[config.mk]
export PLATFORM = sky130hd
export DESIGN_NAME = ex_operand_ctrl
export DESIGN_NICKNAME = d
export VERILOG_FILES = /design/src/rtl/ex_ctrl_pkg.sv /design/src/rtl/ex_operand_ctrl_fwd_sel.sv /design/src/rtl/ex_operand_ctrl.sv
export SDC_FILE = /design/constraint.sdc
export NUM_CORES = 1
export LEC_CHECK = 0
export BUFFER_PORTS_ARGS = -buffer_cell sky130_fd_sc_hd__clkbuf_2
export CAP_MARGIN = 10
export CORE_MARGIN = 4
export CORE_UTILIZATION = 35
export CTS_CLUSTER_SIZE = 25
export DETAILED_ROUTE_END_ITERATION = 10
export GPL_TIMING_DRIVEN = 1
export SLEW_MARGIN = 15
export SYNTH_ARGS = -nofsm -noshare
export SYNTH_HDL_FRONTEND = slang
export SYNTH_SLANG_ARGS = --single-unit
[constraint.sdc]
create_clock -name clk -period 2.2 [get_ports clk]
set_input_delay 0.11 -clock clk [delete_from_list [all_inputs] [get_ports clk]]
set_output_delay 0.11 -clock clk [all_outputs]
set_load 0.1 [all_outputs]
[src/rtl/ex_ctrl_pkg.sv]
// Shared encodings for the EX-stage operand controller: FSM states and operand mux selects.
// No logic; constants and types only.
package ex_ctrl_pkg;

    localparam logic [1:0] S_RUN      = 2'd0;
    localparam logic [1:0] S_LU_STALL = 2'd1;
    localparam logic [1:0] S_FREEZE   = 2'd2;

    localparam logic [1:0] SEL_RF  = 2'b00;
    localparam logic [1:0] SEL_MEM = 2'b01;
    localparam logic [1:0] SEL_WB  = 2'b10;
    localparam logic [1:0] SEL_IMM = 2'b11;

    typedef enum logic [1:0] {
        ST_RUN      = S_RUN,
        ST_LU_STALL = S_LU_STALL,
        ST_FREEZE   = S_FREEZE
    } state_t;

endpackage

[src/rtl/ex_operand_ctrl_fwd_sel.sv]
// Forwarding select for one source operand against the MEM and WB stage records.
// Latency: combinational. Backpressure: none.
module fwd_sel
    import ex_ctrl_pkg::*;
#(
    parameter int REG_ADDR_W = 5
) (
    input  logic [REG_ADDR_W-1:0] rs,
    input  logic                  rs_used,
    input  logic                  mem_valid,
    input  logic                  mem_reg_write,
    input  logic [REG_ADDR_W-1:0] mem_rd,
    input  logic                  wb_valid,
    input  logic                  wb_reg_write,
    input  logic [REG_ADDR_W-1:0] wb_rd,
    output logic [1:0]            sel
);

    always_comb begin
        sel = SEL_RF;
        // x0 is hardwired, so it never takes a forwarded value
        if (rs_used && (rs != '0)) begin
            if (mem_valid && mem_reg_write && (mem_rd == rs)) begin
                sel = SEL_MEM;
            end else if (wb_valid && wb_reg_write && (wb_rd == rs)) begin
                sel = SEL_WB;
            end
        end
    end

endmodule

[src/rtl/ex_operand_ctrl.sv]
// EX-stage operand controller: forwarding selects, load-use stall, memory-wait freeze, stall counter.
// Latency: selects come from registered stage records; id_stall/ex_bubble are same-cycle combinational.
// Backpressure: mem_busy freezes all records; a load-use hazard holds ID and injects one bubble.
module ex_operand_ctrl
    import ex_ctrl_pkg::*;
#(
    parameter int REG_ADDR_W  = 5,
    parameter int STALL_CNT_W = 16
) (
    input  logic                   clk,
    input  logic                   rst_n,
    input  logic                   id_valid,
    input  logic [REG_ADDR_W-1:0]  id_rs1,
    input  logic [REG_ADDR_W-1:0]  id_rs2,
    input  logic                   id_rs1_used,
    input  logic                   id_rs2_used,
    input  logic                   id_alu_src,
    input  logic [REG_ADDR_W-1:0]  id_rd,
    input  logic                   id_reg_write,
    input  logic                   id_mem_read,
    input  logic                   mem_busy,
    output logic                   id_stall,
    output logic                   ex_bubble,
    output logic [1:0]             ex_sel_a,
    output logic [1:0]             ex_sel_b,
    output logic [STALL_CNT_W-1:0] stall_count
);

    typedef struct packed {
        logic                  valid;
        logic [REG_ADDR_W-1:0] rd;
        logic                  reg_write;
        logic                  mem_read;
        logic [REG_ADDR_W-1:0] rs1;
        logic [REG_ADDR_W-1:0] rs2;
        logic                  rs1_used;
        logic                  rs2_used;
        logic                  alu_src;
    } ex_rec_t;

    // Downstream stages only need what the forwarding compare looks at
    typedef struct packed {
        logic                  valid;
        logic [REG_ADDR_W-1:0] rd;
        logic                  reg_write;
    } wr_rec_t;

    state_t  state_q, state_d;
    ex_rec_t ex_q, ex_d;
    wr_rec_t mem_q, wb_q;
    logic    shift;
    logic    lu_haz;
    logic [1:0] fwd_a, fwd_b;

    assign lu_haz = ex_q.valid && ex_q.mem_read && ex_q.reg_write && (ex_q.rd != '0) && id_valid &&
                    ((id_rs1_used && (id_rs1 == ex_q.rd)) ||
                     (id_rs2_used && !id_alu_src && (id_rs2 == ex_q.rd)));

    always_comb begin
        state_d   = state_q;
        id_stall  = 1'b0;
        ex_bubble = 1'b0;
        shift     = 1'b0;
        case (state_q)
            ST_RUN: begin
                if (mem_busy) begin
                    state_d  = ST_FREEZE;
                    id_stall = 1'b1;
                end else if (lu_haz) begin
                    state_d   = ST_LU_STALL;
                    id_stall  = 1'b1;
                    ex_bubble = 1'b1;
                    shift     = 1'b1;
                end else begin
                    shift = 1'b1;
                end
            end
            ST_LU_STALL: begin
                shift   = 1'b1;
                state_d = mem_busy ? ST_FREEZE : ST_RUN;
            end
            ST_FREEZE: begin
                id_stall = 1'b1;
                if (!mem_busy) state_d = ST_RUN;
            end
            default: state_d = ST_RUN;
        endcase
    end

    always_comb begin
        ex_d          = '0;
        ex_d.valid    = id_valid && !ex_bubble;
        ex_d.rd       = id_rd;
        ex_d.reg_write = id_reg_write;
        ex_d.mem_read = id_mem_read;
        ex_d.rs1      = id_rs1;
        ex_d.rs2      = id_rs2;
        ex_d.rs1_used = id_rs1_used;
        ex_d.rs2_used = id_rs2_used;
        ex_d.alu_src  = id_alu_src;
    end

    always_ff @(posedge clk or negedge rst_n) begin
        if (!rst_n) begin
            state_q     <= ST_RUN;
            ex_q        <= '0;
            mem_q       <= '0;
            wb_q        <= '0;
            stall_count <= '0;
        end else begin
            state_q <= state_d;
            if (shift) begin
                wb_q  <= mem_q;
                mem_q <= '{valid: ex_q.valid, rd: ex_q.rd, reg_write: ex_q.reg_write};
                ex_q  <= ex_d;
            end
            if (id_stall && (stall_count != '1)) begin
                stall_count <= stall_count + 1'b1;
            end
        end
    end

    fwd_sel #(.REG_ADDR_W(REG_ADDR_W)) u_fwd_a (
        .rs            (ex_q.rs1),
        .rs_used       (ex_q.rs1_used && ex_q.valid),
        .mem_valid     (mem_q.valid),
        .mem_reg_write (mem_q.reg_write),
        .mem_rd        (mem_q.rd),
        .wb_valid      (wb_q.valid),
        .wb_reg_write  (wb_q.reg_write),
        .wb_rd         (wb_q.rd),
        .sel           (fwd_a)
    );

    fwd_sel #(.REG_ADDR_W(REG_ADDR_W)) u_fwd_b (
        .rs            (ex_q.rs2),
        .rs_used       (ex_q.rs2_used && ex_q.valid),
        .mem_valid     (mem_q.valid),
        .mem_reg_write (mem_q.reg_write),
        .mem_rd        (mem_q.rd),
        .wb_valid      (wb_q.valid),
        .wb_reg_write  (wb_q.reg_write),
        .wb_rd         (wb_q.rd),
        .sel           (fwd_b)
    );

    assign ex_sel_a = fwd_a;
    assign ex_sel_b = !ex_q.valid ? SEL_RF : (ex_q.alu_src ? SEL_IMM : fwd_b);

endmodule

* Word-level counts from Yosys, hierarchy flattened
Cells that the tools add are included.
Storage, ports and cells: flip-flop bits (word level) 53, logic and storage cells 77
Cells by class: add/subtract/negate cells 1, equal/unequal tests 11, multiplexer cells 20, reduce and logical (&&, ||, !) cells 28
Operators by type and width (number):
- $eq 5x5->1 | 6
- $mux 2 | 12
- $logic_and 1x1->1 | 20
- $add 16x1->16 const B | 1
- $ne 16x16->1 const B | 1
- $reduce_bool 5->1 | 3
- $pmux 2 s3 | 1
- $mux 1 | 5
- $pmux 1 s2 | 2
- $ne 3x3->1 const B | 1
- $eq 2x1->1 const B | 1
- $eq 2x2->1 const B | 1
- $logic_not 1->1 | 2
- $logic_not 2->1 | 1
- $ne 2x2->1 const B | 1
- $reduce_and 2->1 | 1
- $logic_or 1x1->1 | 1

* Depth between registers and ports, before layout
word-level depth 10, mapped depth 7, gate-level depth less buffers 6

* By module
Synthesis repeated with hierarchy kept, for this count alone.
Unflattened totals: cell total of the unflattened synthesis 220, area, all modules 2620.0 um^2
Modules (own cells, without submodules):
- ex_operand_ctrl | times used 1, cells each 184, area an instance 2339.7 um^2, sequential area each 1326.3 um^2
- fwd_sel | times used 2, cells each 18, area an instance 140.1 um^2, sequential area each 0.0 um^2

* Worst setup path before layout
No wires, ideal clock.
path kind flip-flop to flip-flop, start point register ex_q[15] in the netlist's numbering, end point register ex_q[20] in the netlist's numbering, setup time 0.248 ns, arrival time 3.278 ns, data required time 1.952 ns, path slack -1.326 ns, cell stages (with the launch flop) 7, path buffers 0, clock period less this slack 3.526 ns, cell sequence dfrtp_1 -> xnor2_1 -> nand4_1 -> o22ai_1 -> nand2_1 -> nor3_1 -> o22ai_1
On the way: cells in the longest elaborated chain, start to end 9, elaborated cells on any way between the ends 14, classes of those cells eq/ne: 2; mux: 3; reduce/logical: 9
Ends and longest elaborated chain:
- start, declared | line ex_operand_ctrl.sv:49 | ex_rec_t ex_q, ex_d;
- start signal, assigned | line ex_operand_ctrl.sv:106 | ex_q <= '0;
- start signal, assigned | line ex_operand_ctrl.sv:115 | ex_q <= ex_d;
- $eq 5x5->1, or another cell as far along | line ex_operand_ctrl.sv:56 | ((id_rs1_used && (id_rs1 == ex_q.rd)) ||
- $logic_and 1x1->1 (on tied branches) | line ex_operand_ctrl.sv:56, ex_operand_ctrl.sv:55, ex_operand_ctrl.sv:57
- $logic_or 1x1->1 / $logic_and 1x1->1 (equally long branches) | line ex_operand_ctrl.sv:56, ex_operand_ctrl.sv:55
- $logic_and 1x1->1 (*) | line ex_operand_ctrl.sv:55 | assign lu_haz = ex_q.valid && ex_q.mem_read && ex_q.reg_write && (ex_q.rd != '0) && id_valid &&
- $mux 1 (*) | line ex_operand_ctrl.sv:69 | end else if (lu_haz) begin
- $mux 1 (*) | line ex_operand_ctrl.sv:66 | if (mem_busy) begin
- $mux 1 (*) | line ex_operand_ctrl.sv:64 | case (state_q)
- net ex_bubble | line ex_operand_ctrl.sv:23 | output logic ex_bubble,
- $logic_not 1->1 (*) | line ex_operand_ctrl.sv:92 | ex_d.valid = id_valid && !ex_bubble;
- $logic_and 1x1->1 (*) | line ex_operand_ctrl.sv:92
The timed path passes the listed nets; every way through them passes the cells marked *. A chain may end at the register's enable or synchronous reset.

* Worst setup path in the final report
start point register ex_q[4] in the netlist's numbering, end point output port ex_sel_b[1]
On the way: cells in the longest elaborated chain, start to end 7, elaborated cells on any way between the ends 11, classes of those cells eq/ne: 2; mux: 5; reduce/logical: 4
Ends and longest elaborated chain:
- $eq 5x5->1 | line ex_operand_ctrl_fwd_sel.sv:25 | end else if (wb_valid && wb_reg_write && (wb_rd == rs)) begin
- $logic_and 1x1->1 | line ex_operand_ctrl_fwd_sel.sv:25
- $mux 2 | line ex_operand_ctrl_fwd_sel.sv:25
- $mux 2 | line ex_operand_ctrl_fwd_sel.sv:23 | if (mem_valid && mem_reg_write && (mem_rd == rs)) begin
- $mux 2 (*) | line ex_operand_ctrl_fwd_sel.sv:22 | if (rs_used && (rs != '0)) begin
- $mux 2 (*) (2 in a row) | line ex_operand_ctrl.sv:148 | assign ex_sel_b = !ex_q.valid ? SEL_RF : (ex_q.alu_src ? SEL_IMM : fwd_b);
- end, declared | line ex_operand_ctrl.sv:25 | output logic [1:0] ex_sel_b,
Every way passes the cells marked *; elsewhere a longest branch is shown, timed or not.

==> impl_metrics.env <==
export IMPL_status="complete, no violations"
export IMPL_grt_max_degree=54
export IMPL_final_layout_size_suffix_gt1_share_pct=45.23
export IMPL_async_flop_share_pct=100.0
export IMPL_peakVddDrop_mv=1.328
export IMPL_finalSetupViolCount=0
export IMPL_netSwitchingFraction_pct=42.47
export IMPL_synth_edf_count=0
export IMPL_track_usage_pct=14.11
export IMPL_synth_common_cells="53 x dfrtp_1, 36 x mux2_2, 21 x xnor2_1"
export IMPL_via_count=1892
export IMPL_power_leakage_nw=1.412
export IMPL_critPathRequiredTime_ps=2090
export IMPL_core_area_um2=7331
export IMPL_clock_root_buffer="clkbuf_8"
export IMPL_synth_area_um2=2669
export IMPL_finalCritPeriodShare_pct=94.42
export IMPL_pwr_share_comb_pct=38.1
export IMPL_yosysSeqAreaShare_pct=49.70
export IMPL_avgViaCountPerCell=4.953
export IMPL_power_mw=3.317
export IMPL_synth_ff_type="dfrtp_1"
export IMPL_synth_most_common_cell="dfrtp_1"
export IMPL_cp_data_arrival_time_ps=1970
export IMPL_gr_total_overflow=0
export IMPL_instances_no_fill=382
export IMPL_io_pins=46
export IMPL_yosysTopAreaCell="dfrtp_1"
export IMPL_dieHeight_um=95.32
export IMPL_synth_area_per_cell_um2=11.91
export IMPL_slew_violations=0
export IMPL_cp_start_kind="flop"
export IMPL_slew_headroom_pct=63.77
export IMPL_dieArea_um2=9086
export IMPL_dp_slack_ps=115.0
export IMPL_ff_latch_area_um2=1346
export IMPL_end_kind="output pin"
export IMPL_port_buffers=45
export IMPL_drv_cap=0
export IMPL_clock_latency_ps=300
export IMPL_drt_pass1_iterations=4
export IMPL_p_sw_mw=1.408
export IMPL_areaGrowthSynthToFinish_pct=24.14
export IMPL_cts_num_sinks=53
export IMPL_dpl_cell_area_um2=3156
export IMPL_fmax_mhz=481.4
export IMPL_initial_core_util_pct=36.41
export IMPL_place_gp_congestion=0.7906
export IMPL_fin_ws_ps=122.7
export IMPL_netlist_area_leader_share_pct=49.70
export IMPL_grt_pass1_vias=1928
export IMPL_clockPowerShare_pct=18.0
export IMPL_antenna_found_initial=0
export IMPL_nNetsFinal=307
export IMPL_hp_class="input pin to flop"
export IMPL_utilization_pct=45.20
export IMPL_multi_input_area_um2=1334
export IMPL_yosys_warnings=0
export IMPL_skew_ps=7.718
export IMPL_synth_cells=224
export IMPL_grt_pass1_wl_um=9811
export IMPL_drt_iter0_markers=64
export IMPL_pwr_share_seq_pct=43.8
export IMPL_dp_cells=371
export IMPL_power_density_nw_per_um2=1001
export IMPL_num_rows=31
export IMPL_path_max_fanout=4
export IMPL_wl_um=5877
export IMPL_ys_types=34
export IMPL_drt_antenna_violating_nets=0
export IMPL_clk_pin_slew_ps=90
export IMPL_final_area_um2=3313
export IMPL_synth_nets=249
export IMPL_synth_seq_cells=53
export IMPL_tightest_slew_ps=545.8
export IMPL_p_int_mw=1.908
export IMPL_htree_levels=2
export IMPL_post_drt_wl_per_cell_um=15.38
export IMPL_numCtsBuffers=5
export IMPL_num_antenna_cells=0
export IMPL_hold_viol=0
export IMPL_clockBufferDepth=2
export IMPL_fillers=702
export IMPL_period_minus_slack_ps=2077
export IMPL_drc=0
export IMPL_cts_tree="yes"
export IMPL_synth_area_leaders="dfrtp_1 50%, mux2_2 15%, xnor2_1 6.9%"
export IMPL_die_x_um=95.32
export IMPL_criticalPathCategory="flop to output pin"
export IMPL_dp_hpwl_um=4474
==> layer usage <==
| layer | track usage (%) | vias up | part of all wire [%] |
|---|---|---|---|
| met2 | 23.27 | 39 | 49 |
| met1 | 18.60 | 935 | 45 |
| met4 | 3.606 | 0 | 1.1 |
| met5 | 0 | - | 0 |
| met3 | 3.394 | 6 | 4.6 |
| li1 | - | 912 | - |
==> power by group through the flow <==
stage / clock, mW / combinational, mW / sequential (mW)
floorplan: 0 / 0.532 / 1.90
global placement: 0 / 1.24 / 1.47
detailed placement: 0 / 1.26 / 1.48
CTS: 0.617 / 1.27 / 1.46
global route: 0.663 / 1.35 / 1.50
finish: 0.598 / 1.26 / 1.45
==> worst max-delay path, stage by stage, from the launching register on <==
cell      delay [ps]
dfrtp_1          430
or4_1            570
o21ai_2          150
nor4_1            70
a21oi_1          170
nor2_2            50
clkbuf_8         210
==> sequential cells by signal (all words and copies together), names as in the netlist <==
register / count
ex_q: 21
wb_q: 7
state_q: 2
stall_count: 16
mem_q: 7
==> placed cells by master, fill, tap and decap left out, drive strengths merged, types with 6 or more instances in the layout <==
cell type	Yosys	layout
dfrtp	53	53
clkbuf	1	47
mux2	37	37
xnor2	21	21
xor2	20	20
buf	4	15
nand2	13	13
nor2	11	11
nand4	9	9
nor3	9	9
inv	6	6
nor4	6	6
==> repair_timing <==
item	4_1_cts	5_1_grt
hold endpoints to repair	53	0
setup endpoints to repair	3	4
hold buffers	1	0
setup buffers	2	0
resized for setup	3	7
pin swaps	1	1
==> kinds of logic (layout without fill, tap and decap cells) <==
| group | Yosys count | count (layout) | synth area share [%] |
|---|---|---|---|
| AO/OA/AOI/OAI | 14 | 14 | 3.985 |
| XOR/XNOR | 41 | 41 | 13.46 |
| adder cells (fa/ha/maj) | 1 | 1 | 0.4687 |
| buffers and inverters | 11 | 70 | 2.203 |
| flip-flops | 53 | 53 | 49.70 |
| multiplexers | 37 | 37 | 15.75 |
| AND/OR/NAND/NOR | 67 | 67 | 14.44 |
==> final cells by class <==
type | count | share of cell area (%)
clock inverter | 1 | 0.1511
inverter | 6 | 0.6798
timing repair buffer | 56 | 11.63
multi-input combinational | 160 | 40.26
sequential | 53 | 40.63
tap | 99 | 3.739
clock buffer | 7 | 2.908
==> worst paths after layout <==
path / to / depth (start not counted) / slack, ps / start
worst max-delay path: ex_sel_b[1] / 6 / 120 / ex_q[4]$_DFFE_PN0P_
worst min-delay path: ex_q[14]$_DFFE_PN0P_ / 2 / 30 / id_reg_write
worst max register to register: stall_count[10]$_DFFE_PN0P_ / 8 / 160 / ex_q[19]$_DFFE_PN0P_
worst min register to register: state_q[1]$_DFFE_PN0P_ / 1 / 460 / state_q[0]$_DFFE_PN0P_
max in group asynchronous: stall_count[1]$_DFFE_PN0P_ / 3 / 1590 / rst_n
min in group asynchronous: wb_q[3]$_DFFE_PN0P_ / 3 / 320 / rst_n
==> per-stage QoR <==
stage,hold WS (ps),TNS [ps]
5_1_grt,24.52,-1.947
3_3_place_gp,134.5,0
6_report,29.02,0
3_5_place_dp,135.4,0
4_1_cts,20.60,0
2_1_floorplan,-185.6,0
No activity file was read; power rests on OpenSTA's default activity.
